<file path="src/rtl/spi_slave_fifo_pkg.sv">
// spi_pkg: frame states, synchroniser depth and CPOL/CPHA edge mapping for spi_slave_fifo.
package spi_pkg;
    typedef enum logic [1:0] {IDLE, LOAD, SHIFT} spi_state_t;
    localparam int SYNC_STAGES = 2;
    function automatic logic lead_edge(input logic cpol, input logic prev, input logic cur);
        return cpol ? (prev && !cur) : (!prev && cur);
    endfunction
    function automatic logic trail_edge(input logic cpol, input logic prev, input logic cur);
        return cpol ? (!prev && cur) : (prev && !cur);
    endfunction
    function automatic logic sample_edge(input logic cpha, input logic lead, input logic trail);
        return cpha ? trail : lead;
    endfunction
    function automatic logic shift_edge(input logic cpha, input logic lead, input logic trail);
        return cpha ? lead : trail;
    endfunction
endpackage

</file>
<file path="src/rtl/spi_slave_fifo_if.sv">
// spi_slave_fifo_if: RX/TX word handshakes and FIFO levels between spi_slave_fifo and its controller.
interface spi_slave_fifo_if #(
    parameter int DATA_W = 8,
    parameter int RX_DEPTH = 16,
    parameter int TX_DEPTH = 16
);
    logic [DATA_W-1:0] rx_data, tx_data;
    logic rx_valid, rx_ready, tx_valid, tx_ready;
    logic [$clog2(RX_DEPTH):0] rx_level;
    logic [$clog2(TX_DEPTH):0] tx_level;
    modport slave (
        output rx_data, rx_valid, rx_level, tx_ready, tx_level,
        input  rx_ready, tx_data, tx_valid
    );
    modport master (
        input  rx_data, rx_valid, rx_level, tx_ready, tx_level,
        output rx_ready, tx_data, tx_valid
    );
endinterface

</file>
<file path="src/rtl/spi_slave_fifo_sync_fifo.sv">
// sync_fifo: single-clock first-word-fall-through FIFO with occupancy level.
module sync_fifo #(
    parameter int W = 8,
    parameter int DEPTH = 16
) (
    input  logic clk,
    input  logic rst,
    input  logic push,
    input  logic pop,
    input  logic [W-1:0] din,
    output logic [W-1:0] dout,
    output logic full,
    output logic empty,
    output logic [$clog2(DEPTH):0] level
);
    localparam int AW = $clog2(DEPTH);
    logic [W-1:0] mem_q [DEPTH];
    logic [AW-1:0] wr_q, rd_q;
    logic [AW:0] level_q;
    logic do_push, do_pop;
    assign empty = level_q == '0;
    assign full = level_q == (AW+1)'(DEPTH);
    // a pop on empty is ignored; a push on full only lands if a pop frees a slot
    assign do_pop = pop && !empty;
    assign do_push = push && (!full || do_pop);
    assign dout = mem_q[rd_q];
    assign level = level_q;
    always_ff @(posedge clk or posedge rst)
        if (rst) begin
            wr_q <= '0;
            rd_q <= '0;
            level_q <= '0;
        end else begin
            if (do_push) wr_q <= wr_q + AW'(1);
            if (do_pop) rd_q <= rd_q + AW'(1);
            level_q <= level_q + (AW+1)'(do_push) - (AW+1)'(do_pop);
        end
    always_ff @(posedge clk)
        if (do_push) mem_q[wr_q] <= din;
endmodule

</file>
<file path="src/rtl/spi_slave_fifo.sv">
// spi_slave_fifo: SPI slave for any CPOL/CPHA with RX/TX word FIFOs.
// Define SPI_SLAVE_FIFO_STATUS_EN for sticky overrun/underrun flags and a frame counter.
module spi_slave_fifo
    import spi_pkg::*;
#(
    parameter int DATA_W = 8,
    parameter int RX_DEPTH = 16,
    parameter int TX_DEPTH = 16,
    parameter bit CPOL = 1'b0,
    parameter bit CPHA = 1'b0,
    parameter logic [DATA_W-1:0] IDLE_WORD = '0
) (
    input  logic clk,
    input  logic rst,
    input  logic ss,
    input  logic sck,
    input  logic mosi,
    output logic miso,
    spi_slave_fifo_if.slave bus,
    output logic busy,
    output logic word_done
`ifdef SPI_SLAVE_FIFO_STATUS_EN
    ,
    output logic rx_overrun,
    output logic tx_underrun,
    input  logic status_clr,
    output logic [15:0] frame_cnt
`endif
);
    localparam int CW = $clog2(DATA_W);
    spi_state_t state_q, state_d;
    logic [SYNC_STAGES-1:0] ss_sync_q, sck_sync_q, mosi_sync_q;
    logic ss_s, sck_s, mosi_s, ss_prev_q, sck_prev_q, sample, shift;
    logic [CW-1:0] bit_cnt_q, bit_cnt_d;
    logic [DATA_W-1:0] shift_rx_q, shift_rx_d, shift_tx_q, shift_tx_d, tx_head, load_word;
    logic miso_q, miso_d, word_done_q, boundary, reload;
    logic rx_push, rx_pop, rx_full, rx_empty, tx_push, tx_pop, tx_full, tx_empty;
    assign ss_s = ss_sync_q[SYNC_STAGES-1];
    assign sck_s = sck_sync_q[SYNC_STAGES-1];
    assign mosi_s = mosi_sync_q[SYNC_STAGES-1];
    assign sample = sample_edge(CPHA, lead_edge(CPOL, sck_prev_q, sck_s), trail_edge(CPOL, sck_prev_q, sck_s));
    assign shift = shift_edge(CPHA, lead_edge(CPOL, sck_prev_q, sck_s), trail_edge(CPOL, sck_prev_q, sck_s));
    assign load_word = tx_empty ? IDLE_WORD : tx_head;
    always_comb begin
        state_d = state_q;
        bit_cnt_d = bit_cnt_q;
        shift_rx_d = shift_rx_q;
        shift_tx_d = shift_tx_q;
        miso_d = miso_q;
        boundary = 1'b0;
        reload = 1'b0;
        if (ss_s) begin
            state_d = IDLE;
            bit_cnt_d = '0;
            miso_d = 1'b0;
        end else if (state_q == IDLE) begin
            state_d = ss_prev_q ? LOAD : IDLE;
        end else if (state_q == LOAD) begin
            reload = 1'b1;
            state_d = SHIFT;
        end else begin
            if (sample) begin
                shift_rx_d = {shift_rx_q[DATA_W-2:0], mosi_s};
                boundary = bit_cnt_q == CW'(DATA_W - 1);
                bit_cnt_d = boundary ? '0 : bit_cnt_q + CW'(1);
                reload = boundary;
            end
            // with CPHA=0 the trailing edge right after a reload must keep the freshly presented MSB
            if (shift && (CPHA || bit_cnt_q != '0)) begin
                miso_d = shift_tx_q[DATA_W-1];
                shift_tx_d = shift_tx_q << 1;
            end
        end
        if (reload) begin
            shift_tx_d = CPHA ? load_word : load_word << 1;
            miso_d = CPHA ? miso_q : load_word[DATA_W-1];
        end
    end
    always_ff @(posedge clk or posedge rst)
        if (rst) begin
            ss_sync_q <= '1;
            sck_sync_q <= {SYNC_STAGES{CPOL}};
            mosi_sync_q <= '0;
            ss_prev_q <= 1'b1;
            sck_prev_q <= CPOL;
            state_q <= IDLE;
            bit_cnt_q <= '0;
            shift_rx_q <= '0;
            shift_tx_q <= '0;
            miso_q <= 1'b0;
            word_done_q <= 1'b0;
        end else begin
            ss_sync_q <= {ss_sync_q[SYNC_STAGES-2:0], ss};
            sck_sync_q <= {sck_sync_q[SYNC_STAGES-2:0], sck};
            mosi_sync_q <= {mosi_sync_q[SYNC_STAGES-2:0], mosi};
            ss_prev_q <= ss_s;
            sck_prev_q <= sck_s;
            state_q <= state_d;
            bit_cnt_q <= bit_cnt_d;
            shift_rx_q <= shift_rx_d;
            shift_tx_q <= shift_tx_d;
            miso_q <= miso_d;
            word_done_q <= boundary;
        end
    assign rx_pop = bus.rx_ready && !rx_empty;
    assign rx_push = word_done_q && (!rx_full || rx_pop);
    assign tx_push = bus.tx_valid && !tx_full;
    assign tx_pop = reload && !tx_empty;
    sync_fifo #(.W(DATA_W), .DEPTH(RX_DEPTH)) u_rx (
        .clk(clk), .rst(rst), .push(rx_push), .pop(rx_pop), .din(shift_rx_q),
        .dout(bus.rx_data), .full(rx_full), .empty(rx_empty), .level(bus.rx_level)
    );
    sync_fifo #(.W(DATA_W), .DEPTH(TX_DEPTH)) u_tx (
        .clk(clk), .rst(rst), .push(tx_push), .pop(tx_pop), .din(bus.tx_data),
        .dout(tx_head), .full(tx_full), .empty(tx_empty), .level(bus.tx_level)
    );
    assign bus.rx_valid = !rx_empty;
    assign bus.tx_ready = !tx_full;
    // masked by the raw pin so miso releases as soon as the master deselects
    assign miso = miso_q && !ss;
    assign busy = !ss_s;
    assign word_done = word_done_q;
`ifdef SPI_SLAVE_FIFO_STATUS_EN
    logic rx_overrun_q, tx_underrun_q, got_word_q;
    logic [15:0] frame_cnt_q;
    always_ff @(posedge clk or posedge rst)
        if (rst) begin
            rx_overrun_q <= 1'b0;
            tx_underrun_q <= 1'b0;
            got_word_q <= 1'b0;
            frame_cnt_q <= '0;
        end else begin
            rx_overrun_q <= (word_done_q && !rx_push) || (rx_overrun_q && !status_clr);
            tx_underrun_q <= (reload && tx_empty) || (tx_underrun_q && !status_clr);
            got_word_q <= !ss_s && (got_word_q || boundary);
            if (ss_s && !ss_prev_q && got_word_q) frame_cnt_q <= frame_cnt_q + 16'd1;
        end
    assign rx_overrun = rx_overrun_q;
    assign tx_underrun = tx_underrun_q;
    assign frame_cnt = frame_cnt_q;
`endif
endmodule

</file>
<file path="src/flat_wrapper.sv">
// flat-port wrapper written by rule: the top's interface ports become plain ports
module spi_slave_fifo_flat import spi_pkg::*;
#(
    parameter int DATA_W = 8,
    parameter int RX_DEPTH = 16,
    parameter int TX_DEPTH = 16,
    parameter bit CPOL = 1'b0,
    parameter bit CPHA = 1'b0,
    parameter logic [DATA_W-1:0] IDLE_WORD = '0
)
  (clk, rst, ss, sck, mosi, miso, busy, word_done, bus_rx_data, bus_rx_valid, bus_rx_level, bus_tx_ready, bus_tx_level, bus_rx_ready, bus_tx_data, bus_tx_valid);
  spi_slave_fifo_if #(.DATA_W(DATA_W), .RX_DEPTH(RX_DEPTH), .TX_DEPTH(TX_DEPTH)) bus_i ();
  input  logic clk;
  input  logic rst;
  input  logic ss;
  input  logic sck;
  input  logic mosi;
  output logic miso;
  output logic busy;
  output logic word_done;
  output wire logic [$bits(bus_i.rx_data)-1:0] bus_rx_data;
  output wire logic [$bits(bus_i.rx_valid)-1:0] bus_rx_valid;
  output wire logic [$bits(bus_i.rx_level)-1:0] bus_rx_level;
  output wire logic [$bits(bus_i.tx_ready)-1:0] bus_tx_ready;
  output wire logic [$bits(bus_i.tx_level)-1:0] bus_tx_level;
  input wire logic [$bits(bus_i.rx_ready)-1:0] bus_rx_ready;
  input wire logic [$bits(bus_i.tx_data)-1:0] bus_tx_data;
  input wire logic [$bits(bus_i.tx_valid)-1:0] bus_tx_valid;
  assign bus_rx_data = bus_i.rx_data;
  assign bus_rx_valid = bus_i.rx_valid;
  assign bus_rx_level = bus_i.rx_level;
  assign bus_tx_ready = bus_i.tx_ready;
  assign bus_tx_level = bus_i.tx_level;
  assign bus_i.rx_ready = bus_rx_ready;
  assign bus_i.tx_data = bus_tx_data;
  assign bus_i.tx_valid = bus_tx_valid;
  spi_slave_fifo #(.DATA_W(DATA_W), .RX_DEPTH(RX_DEPTH), .TX_DEPTH(TX_DEPTH), .CPOL(CPOL), .CPHA(CPHA), .IDLE_WORD(IDLE_WORD)) u_core (.clk(clk), .rst(rst), .ss(ss), .sck(sck), .mosi(mosi), .miso(miso), .bus(bus_i), .busy(busy), .word_done(word_done));
endmodule
</file>
<file path="config.mk">
export PLATFORM = sky130hd
export DESIGN_NAME = spi_slave_fifo_flat
export DESIGN_NICKNAME = d
export VERILOG_FILES = /design/src/rtl/spi_slave_fifo_pkg.sv /design/src/rtl/spi_slave_fifo_if.sv /design/src/rtl/spi_slave_fifo_sync_fifo.sv /design/src/rtl/spi_slave_fifo.sv /design/src/flat_wrapper.sv
export SDC_FILE = /design/constraint.sdc
export NUM_CORES = 1
export LEC_CHECK = 0
export CORE_ASPECT_RATIO = 0.5
export CORE_MARGIN = 2
export CORE_UTILIZATION = 45
export DETAILED_ROUTE_END_ITERATION = 12
export PLACE_DENSITY = 0.71
export SYNTH_ARGS = -nofsm -noshare
export SYNTH_HDL_FRONTEND = slang
export SYNTH_HIERARCHICAL = 1
export SYNTH_SLANG_ARGS = --single-unit
</file>
<file path="constraint.sdc">
create_clock -name clk -period 3.05 [get_ports clk]
set_clock_uncertainty 0.15 [all_clocks]
set_input_delay 0.305 -clock clk [delete_from_list [all_inputs] [get_ports clk]]
set_output_delay 0.305 -clock clk [all_outputs]
set_load 0.01 [all_outputs]
</file>
==> impl_metrics.py, run 1 <==
metrics = {
    "clocking": {
        "clk_latency_ns": 0.53,
        "cts_made_buffers": 29,
        "clkTransAtPathRegs_ns": 0.06,
        "numClockSinks": 312,
        "cts_buffer_depth": 3,
        "cts_root_buffer": "clkbuf_16",
        "hold_buffers": 0,
        "cts_tree": "done",
        "htreeDepth": 1,
    },
    "critical_path": {
        "cp.arrival_ns": 3.19,
        "crit_type": "flip-flop to flip-flop",
        "path_buf_inv": 3,
        "cpLargestDelayFamily": "adder cells",
        "worstPathRequired_ns": 3.36,
        "slowest_stage": "fa_2",
        "cp_max_fo": 3,
        "cp-start-kind": "flip-flop",
        "r2r_setup_slack_ns": 0.17,
        "critPathCaptureType": "flip-flop",
        "max_stage_delay_ns": 0.37,
        "crit_chain": "inv_1, ha_1, nor4b_2, nor2b_1, o21a_1, o21a_1, inv_1, ha_1, inv_1, ha_1, fa_2, a21oi_2, nor2_1, nor2_1, xnor2_1",
    },
    "final_layout": {
        "stdcell_count": 1232,
        "area_growth_pct": 16.7,
        "seq_area_um2": 9100,
        "fin_area_um2": 15100,
        "multiInputGateArea_um2": 3590,
        "fillers": 2182,
        "nets": 875,
        "diodes": 0,
        "drive_gt1_share_pct": 22.4,
    },
    "routing": {
        "drc": 0,
        "drtIter0Drc": 472,
        "wl_per_cell_um": 19.8,
        "route.vias.total": 6632,
        "viasPerCell": 5.38,
        "wirelength_mm": 24.3,
        "firstDrtPassIters": 5,
        "postRouteAntennaNets": 0,
    },
    "synth": {
        "synth_compound_area_share_pct": 6.22,
        "synth_cells": 737,
        "syn_avg_cell_area_um2": 17.6,
        "ys_ff_latch": 312,
        "synthSimpleGateAreaFrac_pct": 4.72,
        "synth_ff_type": "edfxtp_1",
        "syn_nets": 779,
        "yosys_warnings": 6,
        "synth-edff-count": 256,
        "synthAdderAreaFrac_pct": 2.72,
        "synth-xor-area-share_pct": 1.35,
        "synth_area_um2": 13000,
        "synthArstFlopShare_pct": 17.9,
        "seq_area_frac_synth_pct": 70.2,
        "synth_mux_area_share_pct": 11.4,
        "synth_top_family_by_area": "multiplexers",
        "synth_cell_types": 51,
    },
    "sta": {
        "min_period_ns": 2.88,
        "hold_ws_ns": 0.0149,
        "tightest_slew_ns": 0.677,
        "slew_headroom_pct": 54.9,
        "fin_crit_sh_pct": 94.4,
        "slew_violations": 0,
        "max_freq_mhz": 347,
        "hold_viol_final": 0,
        "setup_viol_count_final": 0,
    },
    "place": {
        "gp_congestion": 0.807,
        "post_dp_cell_area_um2": 13900,
        "hpwlAfterDp_mm": 15.5,
        "placed_cells": 1170,
        "port_buffers": 37,
    },
    "global_routing": {
        "grt_max_degree": 32,
        "overflow": 0,
        "antenna_found_initial": 0,
        "grt_pass1_vias": 6676,
        "grt_usage_pct": 16.4,
        "grt_pass1_wl_mm": 38.0,
    },
    "power": {
        "ir_worst_vdd_mv": 0.423,
        "p_int_mw": 8.91,
        "pwr-share-seq_pct": 42.3,
        "switching_share_pct": 30.8,
        "power.density_nw_per_um2": 851,
        "leakagePower_nw": 5.48,
        "power_frac_clock_pct": 26.1,
        "power_switching_mw": 3.96,
        "combPwrFrac_pct": 31.7,
    },
    "floorplanning": {
        "core_area_um2": 28000,
        "initial_core_util_pct": 46.3,
        "die-area_um2": 30200,
        "dieHeight_um": 124,
        "num_rows": 43,
        "die_x_um": 244,
        "io-pin-count": 38,
    },
    "status": {
        "status": "finished, final reports clean",
    },
    "flow_run": {
        "drv_cap": 0,
    },
    "min_path": {
        "hold_path.class": "primary input to asynchronous set/reset pin",
    },
}
-- synthesized netlist by cell type (14+ instances only) --
cell / count / area, um^2
dfrtp_1: 53 / 1330
o21ai_0: 18 / 90.1
buf_6: 18 / 203
nand2_1: 36 / 135
xnor2_1: 14 / 123
a22oi_1: 16 / 120
nor2_1: 31 / 116
a221oi_1: 14 / 123
inv_1: 28 / 105
a221oi_2: 18 / 270
mux2i_1: 64 / 641
edfxtp_1: 256 / 7690
ha_1: 25 / 313
mux4_2: 32 / 721
-- repair_timing --
item / CTS / global route
gates cloned: 0 / 2
resized for setup: 19 / 20
setup buffers: 0 / 12
endpoints found under the setup margin: 8 / 8
hold endpoints to repair: 0 / 0
pin swaps: 2 / 6
-- cell usage in the layout (no fill, tap or decap), types with 10 or more instances in the layout --
| master | n |
|---|---|
| a221oi_2 | 16 |
| dfrtp_1 | 50 |
| o21ai_0 | 17 |
| inv_1 | 27 |
| mux2i_1 | 64 |
| ha_1 | 22 |
| mux2_1 | 10 |
| buf_4 | 59 |
| clkbuf_16 | 31 |
| mux4_2 | 32 |
| a22oi_1 | 16 |
| clkdlybuf4s50_1 | 29 |
| xnor2_1 | 14 |
| edfxtp_1 | 256 |
| nor2_1 | 31 |
| nand2_1 | 36 |
-- path summary, 6_finish.rpt --
check,start,to,cells after the start
worst min-delay path,rst,u_core/u_rx/level[3],2
min in group clk,mosi,u_core/mosi_sync_q[0],1
worst min register to register,u_core/mosi_sync_q[0],u_core/mosi_sync_q[1],0
worst max-delay path,u_core/u_rx/level[2],u_core/u_rx/level[4],15
max in group asynchronous,rst,u_core/shift_tx_q[4],3
worst max register to register,u_core/u_rx/level[2],u_core/u_rx/level[4],15
-- area by class of cell --
| type | count | share of cell area (%) |
|---|---|---|
| clock buffer | 35 | 4.95 |
| clock inverter | 13 | 0.811 |
| inverter | 29 | 0.745 |
| multi-input combinational | 358 | 23.7 |
| sequential | 312 | 60.2 |
| tap | 382 | 3.16 |
| timing repair buffer | 103 | 6.40 |
-- cells by family after synthesis --
family | after synthesis
compound gates | 90
mux | 106
flops | 312
simple gates | 115
buf+inv | 67
xor+xnor | 20
fa+ha+maj | 27
-- power by group through the flow --
stage | registers [mW] | clock network, mW | logic, mW
floorplan | 5.32 | 0 | 2.82
global placement | 5.47 | 0 | 3.67
detailed placement | 5.49 | 0 | 3.72
CTS | 5.43 | 3.42 | 3.84
global route | 5.50 | 3.59 | 4.42
finish | 5.44 | 3.35 | 4.08
-- stage by stage --
stage | total power, mW | util, % | TNS, ns | worst slack (ns)
after floorplan | 8.13 | - | 0 | 0.0319
after global placement | 9.13 | 49.7 | 0 | 0.134
after detailed placement | 9.21 | 49.7 | 0 | 0.0896
after CTS | 12.7 | 53.2 | -0.0116 | -0.00623
after global routing | 13.5 | 54.0 | -0.0680 | -0.0680
final | 12.9 | 54.0 | 0 | 0.172
-- per-layer routing --
| layer | vias to the layer above | global-route usage, % | part of all wire [%] |
|---|---|---|---|
| met4 | 0 | 4.76 | 2.5 |
| met5 | - | 0 | 0 |
| li1 | 3051 | - | - |
| met2 | 126 | 28.5 | 49 |
| met3 | 38 | 2.41 | 3.4 |
| met1 | 3417 | 21.7 | 45 |
-- flip-flops by register name, summed over array words and instances, names as in the netlist, 2 cells and up --
name                cells
u_core/u_tx/wr_q        4
u_core/u_tx/mem_q     128
u_core/sck_sync_q       2
u_core/u_rx/level       5
u_core/u_rx/wr_q        4
u_core/shift_tx_q       7
u_core/u_tx/level       5
u_core/mosi_sync_q      2
u_core/bit_cnt_q        3
u_core/ss_sync_q        2
u_core/u_tx/rd_q        4
u_core/u_rx/rd_q        4
u_core/state_q          2
u_core/shift_rx_q       8
u_core/u_rx/mem_q     128
No activity file was read; power rests on OpenSTA's default activity.
==> run 2: changes to the inputs <==
Settings changed: GPL_TIMING_DRIVEN from default to 0.
Clock period 3.05 ns to 2.41 ns, I/O delays scaled along.
==> run 2 against run 1 <==
The run now ends with setup timing left. Clock-buffer cell count is 10 higher. Die area unchanged. Sequential share of layout area decreased by 4.7 points. Sequential power rose by 24%. Largest power group unchanged. Largest cell class unchanged. Sequential cell count unchanged. Combinational power rose by 64%. Wire length is 15% higher. Setup slack worse by 0.59 ns. Non-clock buffer count grew 41. Critical path depth increased by 2. Worst hold slack got worse by 0.0099 ns.
==> impl_metrics.py, run 2 (same netlist as run 1, synthesis figures left out) <==
metrics = {
    "status": {
        "status": "complete, but fails checks",
        "failed_checks": "setup timing",
    },
    "routing": {
        "firstDrtPassIters": 4,
        "postRouteAntennaNets": 0,
        "viasPerCell": 5.50,
        "drc": 0,
        "drtIter0Drc": 440,
        "wirelength_mm": 27.9,
        "wl_per_cell_um": 21.9,
        "route.vias.total": 7026,
    },
    "global_routing": {
        "grt_usage_pct": 19.1,
        "grt_pass1_wl_mm": 43.2,
        "overflow": 0,
        "antenna_found_initial": 0,
        "grt_pass1_vias": 7322,
        "grt_max_degree": 31,
    },
    "critical_path": {
        "crit-reg2reg-capture": "u_core/u_rx/level[4]",
        "worstPathRequired_ns": 2.72,
        "crit_chain": "inv_2, ha_4, nor4b_4, buf_4, nor2b_4, o21a_1, o21a_1, buf_6, inv_4, ha_4, inv_2, ha_4, fa_2, a21oi_2, nor2_1, nor2_1, xnor2_1",
        "cp.arrival_ns": 3.14,
        "slowest_stage": "dfrtp_1",
        "r2r-start": "u_core/u_rx/level[3]",
        "r2r_setup_slack_ns": -0.42,
        "cp_max_fo": 3,
        "max_stage_delay_ns": 0.37,
        "crit_type": "flip-flop to flip-flop",
        "path_buf_inv": 5,
        "cp-start-kind": "flip-flop",
        "critPathCaptureType": "flip-flop",
        "r2r_cells": 17,
        "cpLargestDelayFamily": "adder cells",
        "path_common_cell": "ha_4",
    },
    "floorplanning": {
        "core_area_um2": 28000,
        "dieHeight_um": 124,
        "io-pin-count": 38,
        "die-area_um2": 30200,
        "num_rows": 43,
        "initial_core_util_pct": 46.3,
        "die_x_um": 244,
    },
    "final_layout": {
        "reg_top3": "u_core/u_rx/mem_q (128), u_core/u_tx/mem_q (128), u_core/shift_rx_q (8)",
        "layout_common_cells": "edfxtp_1 (256), dfrtp_1 (52), mux2i_1 (48)",
        "area_growth_pct": 26.5,
        "diodes": 0,
        "final_common_cell": "edfxtp_1",
        "fillers": 2001,
        "nets": 915,
        "drive_gt1_share_pct": 35.8,
    },
    "clocking": {
        "cts_made_buffers": 28,
        "numClockSinks": 312,
        "clkTransAtPathRegs_ns": 0.06,
        "cts_buffer_depth": 3,
        "cts_tree": "done",
        "cts_root_buffer": "clkbuf_16",
        "clk_latency_ns": 0.54,
        "htreeDepth": 1,
    },
    "sta": {
        "fin_crit_sh_pct": 117,
        "finalSetupTns_ns": -5.72,
        "rsz0062_at_grt": "yes",
        "setup_viol_count_final": 58,
        "min_period_ns": 2.83,
        "fin_ws_ns": -0.420,
        "max_freq_mhz": 353,
        "hold_viol_final": 0,
        "slew_headroom_pct": 24.0,
        "tightest_slew_ns": 1.14,
        "slew_violations": 0,
        "hold_ws_ns": 0.00496,
    },
    "place": {
        "port_buffers": 37,
        "gp_congestion": 0.812,
        "hpwlAfterDp_mm": 16.6,
    },
    "power": {
        "power.density_nw_per_um2": 1090,
        "leakagePower_nw": 5.77,
        "ir_worst_vdd_mv": 0.555,
    },
    "flow_run": {
        "drv_cap": 0,
    },
    "min_path": {
        "hold_path.class": "primary input to asynchronous set/reset pin",
    },
}
run 2: per-layer routing:
layer | vias to the layer above | track usage, % | routed length [um]
li1 | 3140 | - | -
met1 | 3659 | 24.5 | 11800
met2 | 171 | 33.0 | 14000
met3 | 56 | 3.51 | 1290
met4 | 0 | 6.67 | 852
met5 | - | 0 | 0
run 2: per-stage QoR:
step	power [mW]	std cells	cell area (um^2)	setup WS [ns]	utilization, %
floorplan	10.5	737	13100	-0.384	-
global placement	12.0	1156	14000	-0.732	50.0
detailed placement	12.1	1156	14000	-0.798	50.0
CTS	17.7	1271	16200	-0.433	58.0
global route	18.6	1277	16400	-0.567	58.6
finish	17.8	1277	16400	-0.420	58.6
run 2: layout make-up:
type                    count  area [um^2]  area share [%]
plain buffers              33          359            2.19
well taps                 382          478            2.92
clock buffers              45          840            5.12
flip-flops and latches    312         9090            55.5
inverters                  29          120           0.733
clock inverters             7         56.3           0.344
multi-input cells         358         4250            25.9
repair buffers            111         1190            7.26
run 2: power by group:
group | switching [mW] | internal [mW]
combinational | 3.46 | 3.23
clock | 1.84 | 2.48
sequential | 0.396 | 6.37
total | 5.69 | 12.1
run 2: how the worst max path moves through the flow:
| stage | startpoint | end | slack [ns] | depth (start not counted) |
|---|---|---|---|---|
| final | u_core/u_rx/level[3] | u_core/u_rx/level[4] | -0.42 | 17 |
| after global routing | u_core/u_rx/level[3] | u_core/u_rx/level[4] | -0.57 | 17 |
| after CTS | u_core/u_rx/level[2] | u_core/u_rx/level[4] | -0.43 | 17 |
| after detailed placement | u_core/u_rx/level[3] | u_core/u_rx/level[4] | -0.80 | 14 |
| after global placement | u_core/u_rx/level[3] | u_core/u_rx/level[4] | -0.73 | 14 |
| after floorplan | u_core/u_rx/level[3] | u_core/u_rx/level[4] | -0.38 | 16 |
run 2: repair_timing:
item / 4_1_cts / 5_1_grt
setup endpoints to repair: 280 / 269
hold buffers: 3 / 0
setup buffers: 58 / 11
pin swaps: 56 / 36
cloned: 5 / 0
gates resized for setup: 169 / 35
endpoints found under the hold margin: 3 / 0
==> run 3: changes to the inputs <==
Settings changed: CTS_CLUSTER_SIZE from default to 28, PLACE_DENSITY 0.71 to default.
==> run 3 against run 2 <==
The run still ends with setup timing left. Sequential cell count unchanged. Combinational power is 4.6% lower. Critical path depth shrank 2. Core utilization shrank 0.33 points. Sequential power about the same. Worst hold slack better by 0.19 ns. Fmax rose by 3.0%. Setup slack gained 0.081 ns. Wire length down 2.9%. Power shrank 2.2%. Global-route usage down 0.50 points. Critical path type unchanged. Highest routed layer unchanged.
==> impl_metrics.py, run 3 (same netlist as run 1, synthesis figures left out) <==
metrics = {
    "status": {
        "status": "complete, but fails checks",
        "failed_checks": "setup timing",
    },
    "routing": {
        "drtIter0Drc": 504,
        "wirelength_mm": 27.1,
        "drc": 0,
        "route.vias.total": 6817,
        "postRouteAntennaNets": 0,
        "wl_per_cell_um": 21.3,
        "firstDrtPassIters": 5,
        "viasPerCell": 5.35,
    },
    "final_layout": {
        "area_growth_pct": 25.8,
        "layout_common_cells": "edfxtp_1 (256), dfrtp_1 (52), mux2i_1 (52)",
        "multiInputGateArea_um2": 4180,
        "seq_area_um2": 9100,
        "nets": 913,
        "drive_gt1_share_pct": 35.3,
        "reg_top3": "u_core/u_rx/mem_q (128), u_core/u_tx/mem_q (128), u_core/shift_rx_q (8)",
        "fillers": 2093,
        "final_common_cell": "edfxtp_1",
        "diodes": 0,
    },
    "flow_run": {
        "drv_cap": 0,
    },
    "critical_path": {
        "crit-reg2reg-capture": "u_core/u_tx/level[4]",
        "r2r_cells": 15,
        "r2r_setup_slack_ns": -0.34,
        "cp.arrival_ns": 3.07,
        "cp-start-kind": "flip-flop",
        "crit_type": "flip-flop to flip-flop",
        "r2r-start": "u_core/bit_cnt_q[0]",
        "worstPathRequired_ns": 2.73,
        "cp_max_fo": 3,
        "critPathCaptureType": "flip-flop",
    },
    "min_path": {
        "hold_path.class": "flip-flop to flip-flop",
        "worstHoldStart": "u_core/mosi_sync_q[0]",
        "whs_endpoint": "u_core/mosi_sync_q[1]",
        "min_path_cells": 0,
    },
    "floorplanning": {
        "core_area_um2": 28000,
        "die_x_um": 244,
        "die-area_um2": 30200,
        "io-pin-count": 38,
        "num_rows": 43,
        "dieHeight_um": 124,
        "initial_core_util_pct": 46.3,
    },
    "clocking": {
        "clk_latency_ns": 0.55,
        "cts_buffer_depth": 3,
        "cts_made_buffers": 29,
        "htreeDepth": 1,
        "cts_tree": "done",
        "cts_root_buffer": "clkbuf_16",
        "numClockSinks": 312,
        "clkTransAtPathRegs_ns": 0.06,
    },
    "sta": {
        "min_period_ns": 2.75,
        "tightest_slew_ns": 1.15,
        "max_freq_mhz": 364,
        "setup_viol_count_final": 91,
        "hold_viol_final": 0,
        "fin_crit_sh_pct": 114,
        "slew_headroom_pct": 23.5,
        "fin_ws_ns": -0.338,
        "rsz0062_at_grt": "yes",
        "slew_violations": 0,
    },
    "global_routing": {
        "busiest_layer": "met2",
        "met3_usage_pct": 3.17,
        "grt_use_met2_pct": 32.1,
        "antenna_found_initial": 0,
        "grt_pass1_wl_mm": 41.6,
        "global_route.usage.met1_pct": 25.0,
        "overflow": 0,
        "grt_max_degree": 31,
        "grt_usage_pct": 18.6,
        "grt_pass1_vias": 6898,
    },
    "power": {
        "ir_worst_vdd_mv": 0.638,
        "power.density_nw_per_um2": 1070,
        "power_mw": 17.4,
        "leakagePower_nw": 5.71,
    },
    "place": {
        "port_buffers": 37,
        "gp_congestion": 0.794,
        "hpwlAfterDp_mm": 17.0,
        "pre_cts_slack_ns": -0.654,
    },
}
-- run 3: cell type report --
type	count	area share, %
buffer	32	2.19
clock buffer	48	5.08
clock inverter	5	0.200
inverter	29	0.753
multi-input combinational	358	25.7
sequential	312	55.8
tap	382	2.93
timing repair buffer	109	7.33
-- run 3: what timing repair did --
| item | CTS | global route |
|---|---|---|
| setup buffers | 55 | 16 |
| setup endpoints to repair | 280 | 250 |
| hold buffers | 4 | 0 |
| pin swaps | 50 | 47 |
| gates resized for setup | 142 | 61 |
| endpoints found under the hold margin | 16 | 0 |
| cloned | 2 | 0 |
-- run 3: report_power, final --
group | internal, mW | switching (mW)
Sequential | 6.37 | 0.390
Combinational | 3.07 | 3.30
Clock | 2.34 | 1.90
-- run 3: how the worst max path moves through the flow --
stage	from	end	slack, ns	depth (start not counted)
after global routing	u_core/bit_cnt_q[0]	u_core/u_tx/level[4]	-0.47	15
after CTS	u_core/bit_cnt_q[0]	u_core/u_tx/level[4]	-0.46	15
final	u_core/bit_cnt_q[0]	u_core/u_tx/level[4]	-0.34	15
after detailed placement	u_core/bit_cnt_q[0]	u_core/u_tx/level[4]	-0.65	15
after global placement	u_core/bit_cnt_q[0]	u_core/u_tx/level[4]	-0.61	15
after floorplan	u_core/u_rx/level[3]	u_core/u_rx/level[4]	-0.38	16
-- run 3: metrics by stage --
step	cell area [um^2]	TNS, ns	std cells	utilization (%)	hold slack [ns]
final	16300	-4.42	1275	58.2	0.197
after floorplan	13100	-1.69	737	-	-0.0320
after CTS	16000	-9.21	1264	57.0	0.199
after detailed placement	14000	-109.72	1156	50.0	0.185
after global routing	16300	-16.86	1275	58.2	0.209
after global placement	14000	-102.40	1156	50.0	0.185
-- run 3: worst max-delay path: stages, from the launching register on --
cell     delay, ns
dfrtp_1       0.37
ha_2          0.20
ha_4          0.15
a31oi_4       0.09
nor3_4        0.19
o21a_1        0.16
buf_6         0.11
inv_4         0.03
ha_4          0.24
inv_2         0.04
ha_4          0.15
fa_2          0.35
a21oi_2       0.13
nor2_1        0.06
nor2_1        0.13
xnor2_1       0.12
-- run 3: metal layers --
layer  part of all wire, %  routed length, um  up-vias
li1                      -                  -     3132
met1                    45              12300     3530
met2                    49              13400      116
met3                   3.6                973       39
met4                   1.9                506        0
met5                     0                  0        -
